--- config.mk ---
export PLATFORM = sky130hd
export DESIGN_NAME = relm_div_arb
export DESIGN_NICKNAME = d
export VERILOG_FILES = /design/src/rtl/relm_div_arb_pkg.sv /design/src/rtl/relm_lower.sv /design/src/rtl/relm_div_arb.sv
export SDC_FILE = /design/constraint.sdc
export NUM_CORES = 1
export LEC_CHECK = 0
export ABC_AREA = 0
export BUFFER_PORTS_ARGS = -buffer_cell sky130_fd_sc_hd__buf_4
export CAP_MARGIN = 20
export CELL_PAD_IN_SITES_DETAIL_PLACEMENT = 1
export CELL_PAD_IN_SITES_GLOBAL_PLACEMENT = 2
export CORE_MARGIN = 5
export CORE_UTILIZATION = 24
export DETAILED_ROUTE_END_ITERATION = 10
export PLACE_DENSITY = 0.7
export SETUP_SLACK_MARGIN = 0.5
export SLEW_MARGIN = 20
export SYNTH_ARGS = -nofsm -noshare
export SYNTH_HDL_FRONTEND = slang
export SYNTH_SLANG_ARGS = --single-unit
--- constraint.sdc ---
create_clock -name clk -period 11.2 [get_ports clk]
set_input_delay 1.12 -clock clk [delete_from_list [all_inputs] [get_ports clk]]
set_output_delay 1.12 -clock clk [all_outputs]
set_load 0.03 [all_outputs]
--- src/rtl/relm_div_arb_pkg.sv ---
// Shared definitions for the arbitrated iterative divider: FSM states,
// divide-by-zero quotient and a one-hot to index helper.
package relm_div_arb_pkg;

  typedef enum logic [2:0] {
    IDLE = 3'd0,
    NORM = 3'd1,
    ITER = 3'd2,
    FIX  = 3'd3,
    DONE = 3'd4
  } state_t;

  // Quotient reported on divide-by-zero (sliced to the operand width).
  localparam logic [63:0] DZ_QUOT = '1;

  function automatic logic [6:0] onehot_index(input logic [63:0] oh);
    logic [6:0] idx;
    idx = '0;
    for (int unsigned i = 0; i < 64; i++) begin
      if (oh[i]) idx = idx | 7'(i);
    end
    return idx;
  endfunction

endpackage

--- src/rtl/relm_lower.sv ---
// Smears the highest set bit of x down to bit 0: y[i] = |x[W-1:i].
module relm_lower #(
  parameter int unsigned W = 32
) (
  input  logic [W-1:0] x,
  output logic [W-1:0] y
);

  logic run;

  always_comb begin
    y   = '0;
    run = 1'b0;
    for (int unsigned i = 0; i < W; i++) begin
      run          = run | x[W-1-i];
      y[W-1-i]     = run;
    end
  end

endmodule

--- src/rtl/relm_div_arb.sv ---
// Round-robin shared radix-2 divider: normalise, iterate msb(N)-msb(D)+1 steps,
// sign-fix, then hold a tagged result until accepted.
module relm_div_arb
  import relm_div_arb_pkg::*;
#(
  parameter int unsigned WD   = 32,
  parameter int unsigned NREQ = 2,
  parameter int unsigned WID  = 1
) (
  input  logic               clk,
  input  logic               rst,
  input  logic [NREQ-1:0]    req_valid,
  output logic [NREQ-1:0]    req_ready,
  input  logic [NREQ-1:0]    req_signed,
  input  logic [NREQ*WD-1:0] req_n,
  input  logic [NREQ*WD-1:0] req_d,
  output logic               rsp_valid,
  input  logic               rsp_ready,
  output logic [WID-1:0]     rsp_id,
  output logic [WD-1:0]      rsp_q,
  output logic [WD-1:0]      rsp_r,
  output logic               rsp_dz,
  output logic               busy
);

  localparam int unsigned CW = $clog2(WD + 1);

  state_t         state;
  logic [WID-1:0] rr;
  logic [WID-1:0] id;
  logic [WD-1:0]  n_raw, n_mag, d_mag, rem, div, quo;
  logic           neg_n, neg_d, dz;
  logic [CW-1:0]  cnt;

  // MSB of found flag, low bits the granted index.
  function automatic logic [WID:0] rr_pick(input logic [NREQ-1:0] v, input logic [WID-1:0] p);
    logic [WID:0] res;
    logic         found;
    int unsigned  idx;
    res   = '0;
    found = 1'b0;
    for (int unsigned k = 0; k < NREQ; k++) begin
      idx = (32'(p) + k) % NREQ;
      if (!found && v[idx]) begin
        found = 1'b1;
        res   = {1'b1, WID'(idx)};
      end
    end
    return res;
  endfunction

  logic [WID:0]   pick;
  logic [WID-1:0] gid;
  logic           accept;
  logic [WD-1:0]  gn, gd;
  logic           gs;

  assign pick   = rr_pick(req_valid, rr);
  assign gid    = pick[WID-1:0];
  assign accept = (state == IDLE) && !rst && pick[WID];
  assign gn     = req_n[32'(gid)*WD +: WD];
  assign gd     = req_d[32'(gid)*WD +: WD];
  assign gs     = req_signed[gid];

  always_comb begin
    req_ready = '0;
    if (accept) req_ready[gid] = 1'b1;
  end

  logic [WD-1:0] low_n, low_d;
  logic [6:0]    msb_n, msb_d;
  logic [7:0]    nbits;

  relm_lower #(.W(WD)) u_low_n (.x(n_mag), .y(low_n));
  relm_lower #(.W(WD)) u_low_d (.x(d_mag), .y(low_d));

  assign msb_n = onehot_index(64'(low_n ^ (low_n >> 1)));
  assign msb_d = onehot_index(64'(low_d ^ (low_d >> 1)));
  assign nbits = (n_mag >= d_mag) ? ({1'b0, msb_n} - {1'b0, msb_d} + 8'd1) : 8'd0;

  assign busy = (state != IDLE);

  always_ff @(posedge clk) begin
    if (rst) begin
      state     <= IDLE;
      rr        <= '0;
      id        <= '0;
      n_raw     <= '0;
      n_mag     <= '0;
      d_mag     <= '0;
      rem       <= '0;
      div       <= '0;
      quo       <= '0;
      neg_n     <= 1'b0;
      neg_d     <= 1'b0;
      dz        <= 1'b0;
      cnt       <= '0;
      rsp_valid <= 1'b0;
      rsp_id    <= '0;
      rsp_q     <= '0;
      rsp_r     <= '0;
      rsp_dz    <= 1'b0;
    end else begin
      case (state)
        IDLE: begin
          if (accept) begin
            n_raw <= gn;
            n_mag <= (gs && gn[WD-1]) ? -gn : gn;
            d_mag <= (gs && gd[WD-1]) ? -gd : gd;
            neg_n <= gs && gn[WD-1];
            neg_d <= gs && gd[WD-1];
            id    <= gid;
            rr    <= WID'((32'(gid) + 1) % NREQ);
            state <= NORM;
          end
        end
        NORM: begin
          quo <= '0;
          dz  <= 1'b0;
          if (d_mag == '0) begin
            quo   <= DZ_QUOT[WD-1:0];
            rem   <= n_raw;
            dz    <= 1'b1;
            state <= FIX;
          end else if (nbits == 8'd0) begin
            rem   <= n_mag;
            state <= FIX;
          end else begin
            rem   <= n_mag;
            div   <= d_mag << (nbits - 8'd1);
            cnt   <= nbits[CW-1:0];
            state <= ITER;
          end
        end
        ITER: begin
          if (rem >= div) begin
            rem <= rem - div;
            quo <= {quo[WD-2:0], 1'b1};
          end else begin
            quo <= {quo[WD-2:0], 1'b0};
          end
          div <= div >> 1;
          cnt <= cnt - CW'(1);
          if (cnt == CW'(1)) state <= FIX;
        end
        FIX: begin
          // Divide-by-zero results bypass the sign fix.
          rsp_id    <= id;
          rsp_dz    <= dz;
          rsp_q     <= (!dz && (neg_n ^ neg_d)) ? -quo : quo;
          rsp_r     <= (!dz && neg_n) ? -rem : rem;
          rsp_valid <= 1'b1;
          state     <= DONE;
        end
        DONE: begin
          if (rsp_ready) begin
            rsp_valid <= 1'b0;
            state     <= IDLE;
          end
        end
        default: state <= IDLE;
      endcase
    end
  end

endmodule
==> impl_metrics.yaml, run 1 <==
outcome:
  status: "completed"
clock_tree:
  clk_pin_slew_worst_paths_ps: 60
  insertion_delay_ps: 570
  cts_tree: "done"
  cts_resized: 0
  ctsHtreeMaxLevel: 2
  cts_sinks: 272
  cts_made_buffers: 37
  cts_setup_buffers: 0
  clockBufferDepth: 3
  hold_buffers: 0
  cts-root-buf: "clkbuf_16"
worst_setup_path:
  slowest_stage: "fa_1"
  worst-path-max-fanout: 16
  path_class: "register to register"
  cp_data_arrival_time_ps: 6470
  cp.required_ps: 11670
  slowest_delay_ps: 730
  worst-path-buf-inv: 4
  endpoint_kind: "register"
  path_cells: "nor4_1 > nand2_1 > nor4_1 > o21ai_0 > nand4_1 > ha_1 > inv_1 > ha_1 > inv_1 > fa_1 > nand3_1 > or3_1 > a221oi_1 > o221ai_1 > or2_0 > buf_4 > or4_1 > inv_1 > a221oi_1 > a221oi_1"
  cp-start-kind: "register"
  crit_family: "simple AND/OR/NAND/NOR gates"
synthesis:
  yosysWarnings: 0
  netlist_area_um2: 19300
  synth_cells: 2491
  ys_seq_area_frac: 0.283
  synthArstFlopShare: 0
  synth-edff-count: 0
  ys_types: 84
  ys_ff_latch: 272
  avgSynthCellArea_um2: 7.74
  synthesis.nets: 2710
  synth_ff_type: "dfxtp_1"
grt:
  antenna_found_initial: 0
  grt_pass1_wl_um: 121000
  grt_pass1_vias: 19700
  grt_max_degree: 97
  grt_usage: 0.176
  grt_overflow: 0
power:
  powerDensity_nw_per_um2: 386
  p_leak_uw: 0.00857
  ir_drop_uv: 487
finish:
  stdcell_count: 3676
  final_util: 0.286
  diodes: 0
  drive_gt1_frac: 0.141
  area_growth_pct: 18.6
  nets: 2809
placement:
  port-buffer-count: 204
  place_congestion: 0.914
  pre_cts_ws_ps: 5290
  place_inst: 3611
  place_hpwl_um: 60600
drt:
  ant_nets: 0
  routedWlPerCell_um: 21.6
  routed-via-count: 19300
  firstDrtPassIters: 5
  drt-vias-per-instance: 5.25
  drc: 0
  drt_iter0_drc: 1203
  finalWirelength_um: 79300
sta:
  fin_crit_ps: 6000
  slew_viol_final: 0
  slew_headroom: 0.265
  fmax_ghz: 0.167
  rsz0062_at_grt: "no"
  fin_tns_setup_ps: 0
  setup_violations: 0
  final.period_utilization: 0.535
  layout_setup_ws_ps: 5200
  hold_viol: 0
  tightest_slew_ps: 1100
  hold_ws_ps: 451
  skew_ps: 21.1
floorplan:
  start_util: 0.241
  rows: 104
  die_w_um: 293
  die_y_um: 293
  fp.dieArea_um2: 86100
  core_um2: 80000
  num_io_pins: 205
min_path:
  hp-class: "register to register"
run:
  maxCapViolCount: 0
-- area by class of cell --
cell class	instances	area, um2
tap	1060	1330
clock inverter	14	111
sequential	272	5450
timing repair buffer	236	1780
fill	9608	57200
inverter	107	402
multi-input combinational	1936	12700
clock buffer	51	1070
-- synthesized netlist by cell type (all sizes together) (11+ instances only) --
cell     instances  area share
a2111oi         12      0.0055
a211oi         145       0.058
a21o            19      0.0074
a21oi          212       0.055
a221oi          32       0.015
a311oi          13      0.0062
a31oi           30      0.0097
and2            11      0.0036
and3            32       0.010
buf             53       0.015
clkbuf         123       0.024
dfxtp          272        0.28
ha              81       0.053
inv            106       0.021
mux2            17      0.0099
mux2i          100       0.052
mux4            27       0.032
nand2          282       0.055
nand3           47       0.012
nand4           13      0.0042
nor2           266       0.052
nor2b           18      0.0058
nor3            87       0.023
nor4            32       0.011
o211ai          27       0.011
o21a            14      0.0055
o21ai          112       0.029
o31ai           25       0.010
or3             35       0.011
xnor2           66       0.030
xor2            55       0.025
-- state kept, by name, indices dropped and copies added (netlist names), 3 cells and up --
register,cells
d_mag,32
div,32
n_raw,32
quo,32
rem,32
rsp_q,32
rsp_r,32
n_mag,31
cnt,6
state,3
-- report_power, final --
part	internal, uW	switching (uW)
registers	1230	359
logic	2130	3930
clock network	673	496
total	4030	4790
-- final timing paths --
path	startpoint	to	slack (ps)	cells past startpoint
worst max-delay path	d_mag[10]	div[9]	5200	20
worst max register to register	d_mag[10]	div[9]	5200	20
worst min-delay path	rsp_q[30]	rsp_q[30]	450	2
worst min register to register	rsp_q[30]	rsp_q[30]	450	2
-- routing by layer --
layer / wire length [um] / share of wire / global-route usage / vias to the layer above
li1: - / - / - / 9318
met1: 37500 / 0.47 / 0.243 / 9399
met2: 35200 / 0.44 / 0.283 / 467
met3: 4040 / 0.051 / 0.0301 / 110
met4: 2590 / 0.033 / 0.0535 / 0
met5: 0 / 0 / 0 / -
-- cell usage in the layout, fill, tap and decap left out, drive strengths merged, types with 9 or more instances in the layout --
master and count:
nor2 266, xnor2 66, and2 11, xor2 55, a211oi 145, mux4 27
clkinv 11, ha 81, mux2 17, nand4 13, a21oi 212, nor3 87
o31ai 25, nor2b 18, a21o 19, o221ai 9, a22oi 9, or4 10
inv 107, clkbuf 51, a31oi 30, buf 236, or3 35, a311oi 13
o211ai 27, o21ai 112, a221oi 32, and3 32, dfxtp 272, a2111oi 12
o21a 14, mux2i 100, nand2b 10, nand2 282, nor4 32, nand3 47
-- kinds of logic (layout without fill, tap and decap cells) --
family | Yosys count | count (layout) | share of synthesized area
compound gates | 723 | 723 | 0.248
xor+xnor | 122 | 122 | 0.0566
fa+ha+maj | 84 | 84 | 0.0557
buf+inv | 283 | 408 | 0.0595
flops | 272 | 272 | 0.283
mux | 144 | 144 | 0.0936
simple gates | 863 | 863 | 0.204
-- worst register-to-register path: stages (launching register included) --
cell      delay (ps)
dfxtp_1          450
nor4_1           640
nand2_1          230
nor4_1           450
o21ai_0          200
nand4_1          150
ha_1             260
inv_1             70
ha_1             170
inv_1             60
fa_1             730
nand3_1          210
or3_1            340
a221oi_1         250
o221ai_1         200
or2_0            230
buf_4            210
or4_1            600
inv_1            110
a221oi_1          80
a221oi_1         270
-- through the flow --
stage	area (um2)	power (uW)
after CTS	22900	8810
after detailed placement	21700	7590
after global routing	22900	9440
final	22900	8810
after global placement	21700	7510
after floorplan	19300	5780
No activity file was read; power rests on OpenSTA's default activity.
==> run 2, diff against run 1 <==
- PLACE_DENSITY: 0.7 -> 0.72
- clock period: 11.2 -> 5.2 ns (I/O delays scaled with it)
==> run 2 against run 1 <==
Against the previous run: routed wire length rose by 3.0%; design area increased by 8.4%; die area unchanged; worst setup slack lost 4700 ps; flip-flop and latch count unchanged; fmax rose by 28%; sequential share of layout area shrank 1.7 points; hold slack worse by 200 ps.
==> impl_metrics.yaml, run 2 (synthesized netlist as in run 1, its figures left out) <==
drt:
  drt-vias-per-instance: 5.20
  drt_iter0_drc: 1126
  drc: 0
  firstDrtPassIters: 5
  finalWirelength_um: 81700
  ant_nets: 0
  routedWlPerCell_um: 21.5
  routed-via-count: 19800
finish:
  area_growth_pct: 28.6
  diodes: 0
  drive_gt1_frac: 0.222
  final_cell_mix: "buf_4, nand2_1, nor2_1"
  stdcell_count: 3802
  final_common_cell: "buf_4"
  nFillCells: 9508
  nets: 2937
sta:
  slew_viol_final: 0
  skew_ps: 17.8
  setup_violations: 0
  fin_crit_ps: 4690
  layout_setup_ws_ps: 509
  fmax_ghz: 0.213
  fin_tns_setup_ps: 0
  rsz0062_at_grt: "yes"
  final.period_utilization: 0.902
  slew_headroom: 0.299
  tightest_slew_ps: 1040
  hold_viol: 0
placement:
  port-buffer-count: 204
  place_inst: 3699
  pre_cts_ws_ps: -32.7
  place_hpwl_um: 63200
  place_congestion: 0.921
grt:
  grt_overflow: 0
  antenna_found_initial: 2
  grt_max_degree: 101
  grt_usage: 0.180
  grt_pass1_wl_um: 124000
  grt_pass1_vias: 20300
clock_tree:
  insertion_delay_ps: 570
  cts-root-buf: "clkbuf_16"
  cts_made_buffers: 38
  clk_pin_slew_worst_paths_ps: 60
  cts_tree: "done"
  cts_sinks: 272
  hold_buffers: 0
  clockBufferDepth: 3
  ctsHtreeMaxLevel: 2
worst_setup_path:
  crit_top_cell: "nor2_1"
  cp.required_ps: 5670
  slowest_stage: "or4_4"
  r2r_start: "n_mag[2]"
  cp_data_arrival_time_ps: 5160
  cp-start-kind: "register"
  path_class: "register to register"
  slowest_delay_ps: 570
  critical_path.startpoint: "n_mag[2]"
  endpoint_kind: "register"
  path_cells: "inv_1 > a21oi_2 > nor2_1 > nor2_1 > nor2_1 > o21ai_1 > a21oi_1 > or4_4 > ha_4 > ha_4 > inv_2 > fa_2 > nor2b_1 > o21a_1 > buf_4 > or3_4 > a221oi_4 > o221ai_2 > or2_4 > or4_4 > inv_4 > a221oi_2 > a211oi_1"
  worst-path-max-fanout: 4
outcome:
  status: "completed"
floorplan:
  rows: 104
  core_um2: 80000
  die_w_um: 293
  num_io_pins: 205
  die_y_um: 293
  start_util: 0.241
  fp.dieArea_um2: 86100
run:
  maxCapViolCount: 0
min_path:
  hp-class: "input pin to register"
  min_from: "rsp_ready"
==> run 2: worst max-delay path: cells and delay by family, from the launching register on <==
kind            cells  cell delay [ps]
simple gates        8             2030
buf+inv             4              370
fa+ha+maj           3              570
flops               1              360
compound gates      8             1270
==> run 2: area by class of cell <==
type                       count  area [um2]  area share
tap                         1060        1330      0.0535
sequential                   272        5490       0.221
timing repair buffer         363        2920       0.118
clock buffer                  51        1080      0.0436
clock inverter                13         158     0.00636
multi-input combinational   1936       13400       0.541
inverter                     107         414      0.0167
==> run 2: repair_timing <==
item	in CTS	in global routing
pin swaps	26	47
resized for setup	60	107
setup endpoints to repair	34	34
cloned	0	2
setup buffers	15	22
==> run 2: routing by layer <==
layer / wire, um / vias up / track usage
li1: - / 9560 / -
met1: 38700 / 9695 / 0.250
met2: 37200 / 434 / 0.297
met3: 3580 / 88 / 0.0243
met4: 2260 / 0 / 0.0470
met5: 0 / - / 0
==> run 2: stage by stage <==
step                 util  cell area [um2]  hold WS (ps)
floorplan               -            19300           432
global placement    0.281            22500           444
detailed placement  0.281            22500           450
CTS                 0.301            24100           210
global route        0.310            24800           248
finish              0.310            24800           252
==> run 2: final timing paths <==
| kind | endpoint | cells after the start | slack [ps] |
|---|---|---|---|
| hold / removal | state[2] | 3 | 250 |
| hold reg to reg | rsp_q[30] | 2 | 450 |
| setup / recovery | div[1] | 23 | 510 |
| setup reg to reg | div[1] | 23 | 510 |
Power of run 2 is left out: the tool's default activity adds up to more than one toggle a clock period on the data nets, which glitch-free logic cannot reach.
